[src/rtl/bus_fabric.sv]
// bus_fabric: routes one CPU load/store request at a time to one of NSLV
// memory-mapped slaves. Requests use a valid/ready handshake. Slaves may
// take several cycles to answer, and a watchdog ends an access that waits
// too long. A request that matches no region gets an error response. A
// saturating counter records how many error responses have been sent.
module bus_fabric #(
    parameter int                     XLEN    = 64,
    parameter int                     NSLV    = 4,
    parameter logic [NSLV*XLEN-1:0]   BASE    = '0,
    parameter logic [NSLV*XLEN-1:0]   MASK    = '0,
    parameter int                     TIMEOUT = 255
) (
    input  logic                   clk,
    input  logic                   rstn,
    input  logic                   req_valid,
    output logic                   req_ready,
    input  logic                   req_wr,
    input  logic [XLEN/8-1:0]      req_bytes,
    input  logic [XLEN-1:0]        req_addr,
    input  logic [XLEN-1:0]        req_wdata,
    output logic                   resp_valid,
    output logic [XLEN-1:0]        resp_rdata,
    output logic                   resp_error,
    output logic [NSLV-1:0]        s_cen,
    output logic                   s_wr,
    output logic [XLEN/8-1:0]      s_strb,
    output logic [XLEN-1:0]        s_addr,
    output logic [XLEN-1:0]        s_wdata,
    input  logic [NSLV-1:0]        s_ready,
    input  logic [NSLV*XLEN-1:0]   s_rdata,
    input  logic [NSLV-1:0]        s_error,
    output logic [15:0]            err_count
);

    typedef enum logic [1:0] {
        IDLE   = 2'd0,
        ACCESS = 2'd1,
        RESP   = 2'd2
    } state_t;

    // The counter value on the last cycle an access may still wait.
    localparam logic [15:0] TO_LAST = 16'(TIMEOUT - 1);

    state_t             state;
    state_t             next_state;
    logic [15:0]        wait_cnt;
    logic               hit;
    logic [NSLV-1:0]    hit_sel;
    logic               sel_ready;
    logic               sel_error;
    logic [XLEN-1:0]    sel_rdata;
    logic               timeout;

    // Address decode. The loop runs from the highest index down, so the
    // lowest-index matching slave is the one that remains selected.
    always_comb begin
        hit     = 1'b0;
        hit_sel = '0;
        for (int i = NSLV - 1; i >= 0; i--) begin
            if ((req_addr & MASK[i*XLEN +: XLEN]) == BASE[i*XLEN +: XLEN]) begin
                hit        = 1'b1;
                hit_sel    = '0;
                hit_sel[i] = 1'b1;
            end
        end
    end

    // Look only at the completion, error and read data of the selected slave.
    always_comb begin
        sel_ready = |(s_ready & s_cen);
        sel_error = |(s_error & s_cen);
        sel_rdata = '0;
        for (int i = 0; i < NSLV; i++) begin
            sel_rdata = sel_rdata | (s_rdata[i*XLEN +: XLEN] & {XLEN{s_cen[i]}});
        end
    end

    assign timeout = (wait_cnt == TO_LAST);

    // State register.
    always_ff @(posedge clk) begin
        if (!rstn) state <= IDLE;
        else       state <= next_state;
    end

    // Next-state and handshake outputs.
    always_comb begin
        next_state = state;
        req_ready  = 1'b0;
        resp_valid = 1'b0;
        case (state)
            IDLE: begin
                req_ready = 1'b1;
                if (req_valid) next_state = hit ? ACCESS : RESP;
            end
            ACCESS: begin
                if (sel_ready || timeout) next_state = RESP;
            end
            RESP: begin
                resp_valid = 1'b1;
                next_state = IDLE;
            end
            default: next_state = IDLE;
        endcase
    end

    // Capture the request, drive the slave select, count wait cycles,
    // build the response and keep the error count.
    always_ff @(posedge clk) begin
        if (!rstn) begin
            s_cen      <= '0;
            s_wr       <= 1'b0;
            s_strb     <= '0;
            s_addr     <= '0;
            s_wdata    <= '0;
            wait_cnt   <= '0;
            resp_rdata <= '0;
            resp_error <= 1'b0;
            err_count  <= '0;
        end else begin
            case (state)
                IDLE: begin
                    if (req_valid) begin
                        s_wr     <= req_wr;
                        s_strb   <= req_bytes;
                        s_addr   <= req_addr;
                        s_wdata  <= req_wdata;
                        wait_cnt <= '0;
                        if (hit) begin
                            s_cen <= hit_sel;
                        end else begin
                            resp_error <= 1'b1;
                            resp_rdata <= '0;
                        end
                    end
                end
                ACCESS: begin
                    if (sel_ready) begin
                        s_cen      <= '0;
                        resp_error <= sel_error;
                        resp_rdata <= (s_wr || sel_error) ? '0 : sel_rdata;
                    end else if (timeout) begin
                        s_cen      <= '0;
                        resp_error <= 1'b1;
                        resp_rdata <= '0;
                    end else begin
                        wait_cnt <= wait_cnt + 16'd1;
                    end
                end
                RESP: begin
                    if (resp_error && (err_count != 16'hFFFF))
                        err_count <= err_count + 16'd1;
                end
                default: ;
            endcase
        end
    end

endmodule

[config.mk]
export PLATFORM = sky130hd
export DESIGN_NAME = bus_fabric
export DESIGN_NICKNAME = d
export VERILOG_FILES = /design/src/rtl/bus_fabric.sv
export SDC_FILE = /design/constraint.sdc
export NUM_CORES = 1
export LEC_CHECK = 0
export CORE_AREA = 4 4 244 246
export DETAILED_ROUTE_END_ITERATION = 8
export DIE_AREA = 0 0 248 250
export HOLD_SLACK_MARGIN = 0.02
export PLACE_DENSITY = 0.42
export SLEW_MARGIN = 10
export SYNTH_ARGS = -nofsm -noshare
export SYNTH_HDL_FRONTEND = slang
export SYNTH_SLANG_ARGS = --single-unit
export TNS_END_PERCENT = 20
[constraint.sdc]
create_clock -name clk -period 2.7 [get_ports clk]
set_input_delay 0.405 -clock clk [delete_from_list [all_inputs] [get_ports clk]]
set_output_delay 0.405 -clock clk [all_outputs]
set_load 0.005 [all_outputs]
Word level (Yosys, flattened, before mapping)
Cells that the tools add are included.
{"block": "word_totals", "input_bits": 404, "out_inout_bits": 224, "regBits": 240, "wordCells": 62}
{"block": "classes", "n_addsub": 2, "n_bitwise": 9, "n_reduce_logical": 14, "muxes": 18, "n_eq_ne": 9}
{"cell": "AND 64 bit", "count": 4}
{"cell": "2-to-1 mux 64 bit", "count": 3}
{"cell": "bitwise OR 64 bit", "count": 3}
{"cell": "2-to-1 mux 16 bit", "count": 3}
{"cell": "adder 16 x 1 -> 16 bit (second input constant)", "count": 2}
{"cell": "case mux 16 bit (2 select lines)", "count": 1}
{"cell": "== test 16 x 8 -> 1 bit (second input constant)", "count": 1}
{"cell": "!= test 16 bit (second input constant)", "count": 1}
{"cell": "2-to-1 mux 4 bit", "count": 3}
{"cell": "AND 4 bit", "count": 2}
{"cell": "!= test 2 bit (second input constant)", "count": 4}
{"cell": "case mux 4 bit (2 select lines)", "count": 1}
{"cell": "AND reduction 2 bit", "count": 4}
{"cell": "OR reduction 4 bit", "count": 2}
{"cell": "2-to-1 mux 1 bit", "count": 4}
{"cell": "2-to-1 mux 2 bit", "count": 2}
{"cell": "case mux 2 bit (2 select lines)", "count": 1}
{"cell": "AND reduction 4 bit", "count": 1}
{"cell": "nonzero test 2 bit", "count": 2}
{"cell": "!= test 3 bit (second input constant)", "count": 1}
{"cell": "AND reduction 3 bit", "count": 1}
{"cell": "== test 2 x 1 -> 1 bit (second input constant)", "count": 1}
{"cell": "== test 2 bit (second input constant)", "count": 1}
{"cell": "logical NOT 2 bit", "count": 1}
{"cell": "other kinds (2)", "count": 3}

Longest topological paths before layout
Gate-level depths: netlist of run 1.
{"block": "logic_depth", "ltp_word": 6, "depth_mapped": 9, "ltp_nobuf": 6}

Worst setup path after synthesis of run 1
Ideal clock, no wire load.
{"block": "synth_path", "kind": "reg-to-reg", "start": "register wait_cnt[0]", "end": "register resp_rdata[1]", "stages_incl_launch_ff": 10, "slack_ns": 0.813, "setup_time_ns": 0.117, "arrival_time_ns": 1.770, "cell_sequence": "dfxtp_1 -> inv_1 -> ha_1 -> nor4b_2 -> and4_1 -> clkbuf_2 -> o21ai_1 -> buf_2 -> buf_6 -> a32o_1"}
{"block": "synth_via", "elab_chain_len": 3}
{"item": "from (decl)", "line_no": "46", "rtl": "logic [15:0] wait_cnt;"}
{"item": "from (signal assigned)", "line_no": "147", "rtl": "wait_cnt <= wait_cnt + 16'd1;"}
{"item": "== test 16 x 8 -> 1 bit", "line_no": "78", "rtl": "assign timeout = (wait_cnt == TO_LAST);"}
{"item": "nonzero test 2 bit (no source line)"}
{"item": "AND reduction 2 bit (no source line)"}
{"item": "to (signal assigned)", "line_no": "141", "rtl": "resp_rdata <= (s_wr || sel_error) ? '0 : sel_rdata;"}
{"item": "to (decl)", "line_no": "22", "rtl": "output logic [XLEN-1:0] resp_rdata,"}
No other way between the ends.
A chain may end at the register's enable or synchronous reset.

Worst setup path in the final report of run 1
{"block": "layout_path", "start": "register state[1]", "end": "output resp_valid"}
{"block": "layout_via", "elab_chain_len": 2}
{"item": "from (decl)", "line_no": "44", "rtl": "state_t state;"}
{"item": "from (signal assigned)", "line_no": "83", "rtl": "else state <= next_state;"}
{"item": "== test 2 bit", "line_no": "91", "rtl": "case (state)"}
{"item": "2-to-1 mux 1 bit", "line_no": "91"}
{"item": "to (decl)", "line_no": "21", "rtl": "output logic resp_valid,"}
No other way between the ends.

==> results.json, run 1 <==
{
  "io_buffer_count": 426,
  "clock.fmax_mhz": 434,
  "hold_slack_ns": 0.267,
  "clock-skew-final_ns": 0.00962,
  "yosysSeqAreaShare_pct": 54.7,
  "post_cts_buffers": 0,
  "setup_violations": 0,
  "worst_path_largest_cell_delay_ns": 0.58,
  "drcViolationCount": 0,
  "floorplan.io_pins": 628,
  "headroom_to_the_max_slew_limit_pct": 49.5,
  "final_design_area_no_fill_um2": 14800,
  "global_route.overflow_total": 0,
  "numCtsBuffers": 30,
  "area_growth_syn_to_layout_pct": 71.2,
  "min_period_ns": 2.30,
  "synth-main-ff-cell": "dfxtp_1",
  "clk_transition_reported_paths_ns": 0.06,
  "firstDrtPassIters": 6,
  "timing.critical_path.fanout_max": 8,
  "result_of_the_run": "complete, no violations",
  "synth-async-reset-ratio_pct": 0,
  "clkSinkCount": 237,
  "detailroute.via_count": 8761,
  "power-per-cell-area_nw_per_um2": 616,
  "die_width_um": 248,
  "timing.setup.tns_ns": 0,
  "mappedNetlistArea_um2": 8670,
  "gate_count_after_technology_mapping": 985,
  "grt_pass1_wl_um": 54200,
  "min-delay-path-class": "input port to register",
  "initial_core_utilization_pct": 15.1,
  "rsz0062_at_grt": "no",
  "placedInstanceArea_um2": 13800,
  "synth_top_cell_area_share_pct": 54.7,
  "wl_per_cell_um": 16.8,
  "netlist-cell-type-count": 50,
  "timing.setup.critical_path_class": "register to output pin",
  "ys_top_cells_by_count": "289 x nand2_1, 237 x dfxtp_1, 161 x a21oi_1, 66 x clkbuf_1, 64 x a32o_1",
  "count_of_flip_flops_with_a_built_in_enable_after_synthesis": 0,
  "core_area_um2": 57400,
  "finalHoldViolations": 0,
  "antenna_violating_nets_post_route": 0,
  "power.ir.vdd_worst_mv": 0.428,
  "cp-end-kind": "output pin",
  "die_area_um2": 62000,
  "yosys_warnings": 0,
  "nNetsFinal": 1792,
  "synth_seq_cells": 237,
  "cts_tree": "done",
  "critPathRequiredTime_ns": 2.30,
  "clk_root_buffer_cell": "clkbuf_16",
  "ctsHtreeMaxLevel": 1,
  "top_count_cell_post_synth": "nand2_1",
  "drt_wl_total_um": 36600,
  "clock_insertion_delay_worst_skew_ns": 0.57,
  "cts-root-to-sink-buffers": 3,
  "maxCapViolations": 0,
  "synth_area_leader_cell": "dfxtp_1",
  "drive_above_1_share_pct": 5.75,
  "dp_hpwl_um": 26100,
  "rows": 88,
  "pin_count_of_the_biggest_net_entering_global_routing": 118,
  "antenna_found_initial": 4,
  "die_height_um": 250,
  "totalPowerFinal_mw": 9.15,
  "post_synth.cell_area_avg_um2": 8.80,
  "place.gp.congestion": 0.741,
  "grt.total_usage_pct": 11.1,
  "holdBufCountCts": 0,
  "detail_route.vias_per_cell": 4.03,
  "cp-start-kind": "register",
  "synth.area.top_cells": "dfxtp_1 55%, nand2_1 13%, a21oi_1 9.3%, a32o_1 7.4%, clkbuf_1 2.9%",
  "cts.repair.resized": 0,
  "cp_data_arrival_time_ns": 1.90,
  "worst_slew_pin_slew_ns": 0.751,
  "leakagePower_nw": 5.09,
  "timing_max_transition_violations_final": 0,
  "cp_slowest_cell": "clkdlybuf4s50_1",
  "grt_pass1_vias": 8960,
  "timing.final.crit_share_pct": 85.3,
  "drt_iter0_drc": 329,
  "worstPathCellList": "nor2b_1 > clkdlybuf4s50_1"
}
path summary, 6_finish.rpt:
kind / start / to / slack [ns] / cells past startpoint
min: rstn / state[0] / 0.27 / 2
max: state[1] / resp_valid / 0.40 / 2
min reg2reg: s_addr[49] / s_addr[49] / 0.45 / 2
max reg2reg: wait_cnt[1] / resp_rdata[8] / 0.42 / 6
where the power goes:
part | leakage [nW] | internal (mW) | switching, mW
logic | 2.65 | 0.632 | 0.510
registers | 1.93 | 3.65 | 0.0867
clock network | 0.513 | 2.64 | 1.63
final cells by class:
class	instances	area, um^2
multi-input cells	659	3570
clock buffers	43	881
inverters	11	46.3
diodes	2	5.00
clock inverters	13	180
flip-flops and latches	237	4740
well taps	765	957
fillers	6147	42500
repair buffers	446	4460
flip-flops by register name, summed over array words and instances, names as in the netlist:
register,count
s_addr,64
s_wr,1
s_cen,1
s_wdata,64
resp_error,1
state,2
err_count,16
wait_cnt,16
resp_rdata,64
s_strb,8
metal layers:
metal	vias to the layer above	wire [um]	global-route usage, %	part of all wire [%]
met2	404	15600	17.7	43
met5	-	27	0	0.074
met3	41	5210	6.11	14
met1	4032	15000	13.2	41
met4	4	787	2.48	2.1
li1	4280	-	-	-
critical path, delay by kind of cell (launching register included):
family | cells | cell delay [ns]
buf+inv | 1 | 0.58
simple gates | 1 | 0.27
flops | 1 | 0.48
logic make-up (layout without fill, tap and decap cells):
logic type	count (synthesis)	in the layout	synth area share (%)
adders and majority gates	3	3	0.433
DFF	237	237	54.7
AOI/OAI and AO/OA	273	273	20.6
muxes	3	3	0.346
and+or+nand+nor	377	377	19.3
buffers and inverters	91	513	4.52
other	1	5	0.0432
metrics by stage:
step           utilization [%]  setup WS [ns]  std cells
6_report                  25.9          0.398       2176
3_3_place_gp              24.0          0.445       2118
2_1_floorplan                -          0.813        987
3_5_place_dp              24.0          0.443       2118
4_1_cts                   25.9          0.250       2174
5_1_grt                   25.9          0.263       2174
cell usage in the layout (no fill, tap or decap), types with 6 or more instances in the layout:
cell type	instances
a21oi_1	161
a31oi_1	10
a32o_1	64
buf_4	16
clkbuf_1	6
clkbuf_16	31
clkbuf_8	6
clkdlybuf4s50_1	425
dfxtp_1	237
inv_1	10
nand2_1	289
nand3_1	12
nand4_1	14
nor2_1	7
o211ai_1	7
o21ai_0	6
o31ai_1	11
or3_1	10
or4_1	9
(Power assumes the default switching activity.)
==> inputs of run 2 (changes only) <==
--- a/config.mk
+++ b/config.mk
@@ -10,6 +10,7 @@
 export DIE_AREA = 0 0 248 250
 export HOLD_SLACK_MARGIN = 0.02
 export PLACE_DENSITY = 0.42
+export RECOVER_POWER = 25
 export SLEW_MARGIN = 10
 export SYNTH_ARGS = -nofsm -noshare
 export SYNTH_HDL_FRONTEND = slang
==> run 2 against run 1 <==
Net effect:
- routed wire length up 0.35%
- first-iteration DRC count fell by 0.61%
- clock skew is essentially flat
- design area shrank 0.22%
- non-clock buffer count stayed put
- setup slack improved by 0.0048 ns
- total power down 0.25%
- via count decreased by 0.47%
- fmax increased by 0.21%
- combinational power hardly changed
- die area stayed put
==> results.json, run 2 (same netlist as run 1, synthesis figures left out) <==
{
  "postLayoutCoreUtil_pct": 25.8,
  "worstPathCellList": "nor2b_1 > clkdlybuf4s50_1",
  "p_sw_mw": 2.22,
  "setup_violations": 0,
  "die_height_um": 250,
  "core_area_um2": 57400,
  "cts-root-to-sink-buffers": 3,
  "clk_root_buffer_cell": "clkbuf_16",
  "power.ir.vdd_worst_mv": 0.427,
  "min_period_ns": 2.30,
  "drt_iter0_drc": 327,
  "wl_per_cell_um": 16.9,
  "grt_pass1_wl_um": 54200,
  "worst_slew_pin_slew_ns": 0.956,
  "cp_data_arrival_time_ns": 1.89,
  "combinational_fraction_of_design_power_pct": 12.3,
  "holdBufCountCts": 0,
  "result_of_the_run": "complete, no violations",
  "nNetsFinal": 1792,
  "drt_wl_total_um": 36800,
  "min-delay-path-class": "input port to register",
  "floorplan.io_pins": 628,
  "io_buffer_count": 426,
  "antenna_found_initial": 4,
  "ctsHtreeMaxLevel": 1,
  "die_width_um": 248,
  "clkPwrFrac_pct": 46.8,
  "r2r-start": "state[1]",
  "final_design_area_no_fill_um2": 14800,
  "timing.final.crit_share_pct": 85.1,
  "grt.total_usage_pct": 11.1,
  "post_cts_buffers": 0,
  "switching_share_pct": 24.4,
  "hold_path.startpoint": "rstn",
  "leakagePower_nw": 5.30,
  "clock.fmax_mhz": 435,
  "timing_max_transition_violations_final": 0,
  "worst-path-buf-inv": 1,
  "cp-start-kind": "register",
  "detailroute.via_count": 8720,
  "initial_core_utilization_pct": 15.1,
  "largestRegisters": "resp_rdata (64), s_addr (64), s_wdata (64)",
  "rrSetupSlack_ns": 0.42,
  "finalHoldViolations": 0,
  "finalWorstSetupSlack_ns": 0.403,
  "die_area_um2": 62000,
  "drive_above_1_share_pct": 5.54,
  "cts_tree": "done",
  "critPathRequiredTime_ns": 2.30,
  "area_growth_syn_to_layout_pct": 70.8,
  "clkSinkCount": 237,
  "nFillCells": 6155,
  "worst_path_largest_cell_delay_ns": 0.58,
  "most_common_cell_after_layout_fill_and_taps_aside": "clkdlybuf4s50_1",
  "clk_transition_reported_paths_ns": 0.06,
  "timing.hold.worst_endpoint": "state[0]",
  "pin_count_of_the_biggest_net_entering_global_routing": 118,
  "totalPowerFinal_mw": 9.13,
  "grt_pass1_vias": 8960,
  "maxCapViolations": 0,
  "place.gp.congestion": 0.741,
  "global_route.overflow_total": 0,
  "firstDrtPassIters": 6,
  "timing.setup.critical_path_class": "register to output pin",
  "clock_insertion_delay_worst_skew_ns": 0.57,
  "drcViolationCount": 0,
  "cp_slowest_cell": "clkdlybuf4s50_1",
  "layout.cells.most_common_list": "356 x clkdlybuf4s50_1, 289 x nand2_1, 237 x dfxtp_1",
  "cts.repair.resized": 0,
  "antenna_violating_nets_post_route": 0,
  "timing.critical_path.fanout_max": 8,
  "dp_hpwl_um": 26100,
  "power-per-cell-area_nw_per_um2": 616,
  "rows": 88,
  "clock-skew-final_ns": 0.00952,
  "rsz0062_at_grt": "no",
  "detail_route.vias_per_cell": 4.01,
  "headroom_to_the_max_slew_limit_pct": 36.3,
  "regToRegEndpoint": "s_wdata[42]",
  "timing.setup.tns_ns": 0,
  "timing.critical_path.max_delay_family": "buffers and inverters",
  "min_path_cells": 2,
  "numCtsBuffers": 30,
  "timing.reg2reg.worst_path_depth": 5,
  "preCtsSetupSlack_ns": 0.443,
  "cell_internal_pwr_mw": 6.90,
  "power.sequential.fraction_pct": 40.9,
  "placedInstanceArea_um2": 13800,
  "cp-end-kind": "output pin"
}
[run 2: power by group through the flow]
stage	Sequential (mW)	Combinational [mW]	Clock, mW
after floorplan	3.81	0.353	0
after global placement	3.80	1.17	0
after detailed placement	3.81	1.17	0
after CTS	3.74	1.18	4.49
after global routing	3.75	1.23	4.59
final	3.73	1.12	4.27
[run 2: worst max-delay path by stage]
stage	from	endpoint	slack (ns)	depth (start not counted)
final	state[1]	resp_valid	0.40	2
after global routing	state[1]	s_wdata[4]	0.14	5
after CTS	state[1]	resp_valid	0.25	2
after detailed placement	wait_cnt[1]	resp_rdata[46]	0.44	6
after global placement	wait_cnt[1]	resp_rdata[40]	0.44	6
after floorplan	wait_cnt[0]	resp_rdata[1]	0.81	9
[run 2: metrics by stage]
step,cells,hold WS (ns)
floorplan,987,0.453
global placement,2118,0.442
detailed placement,2118,0.446
CTS,2174,0.237
global route,2174,0.268
finish,2176,0.265
[run 2: area by class of cell]
cell class	count	area [um^2]	area share, %
timing repair buffer	446	4430	29.9
clock inverter	13	180	1.22
antenna	2	5.00	0.0338
sequential	237	4740	32.0
clock buffer	43	881	5.95
multi-input combinational	659	3560	24.1
tap	765	957	6.46
inverter	11	46.3	0.313
[run 2: metal layers]
layer | vias up | part of all wire [%] | GRT usage [%]
li1 | 4280 | - | -
met1 | 4004 | 41 | 13.2
met2 | 390 | 43 | 17.7
met3 | 42 | 14 | 6.11
met4 | 4 | 2.1 | 2.48
met5 | - | 0.073 | 0
[run 2: worst register-to-register path, cell delays in order, from the launching register on]
cell and delay, ns:
dfxtp_1 0.39, nor3b_1 0.31, clkbuf_4 0.77, clkbuf_2 0.45, nand2_1 0.16, a21oi_1 0.14
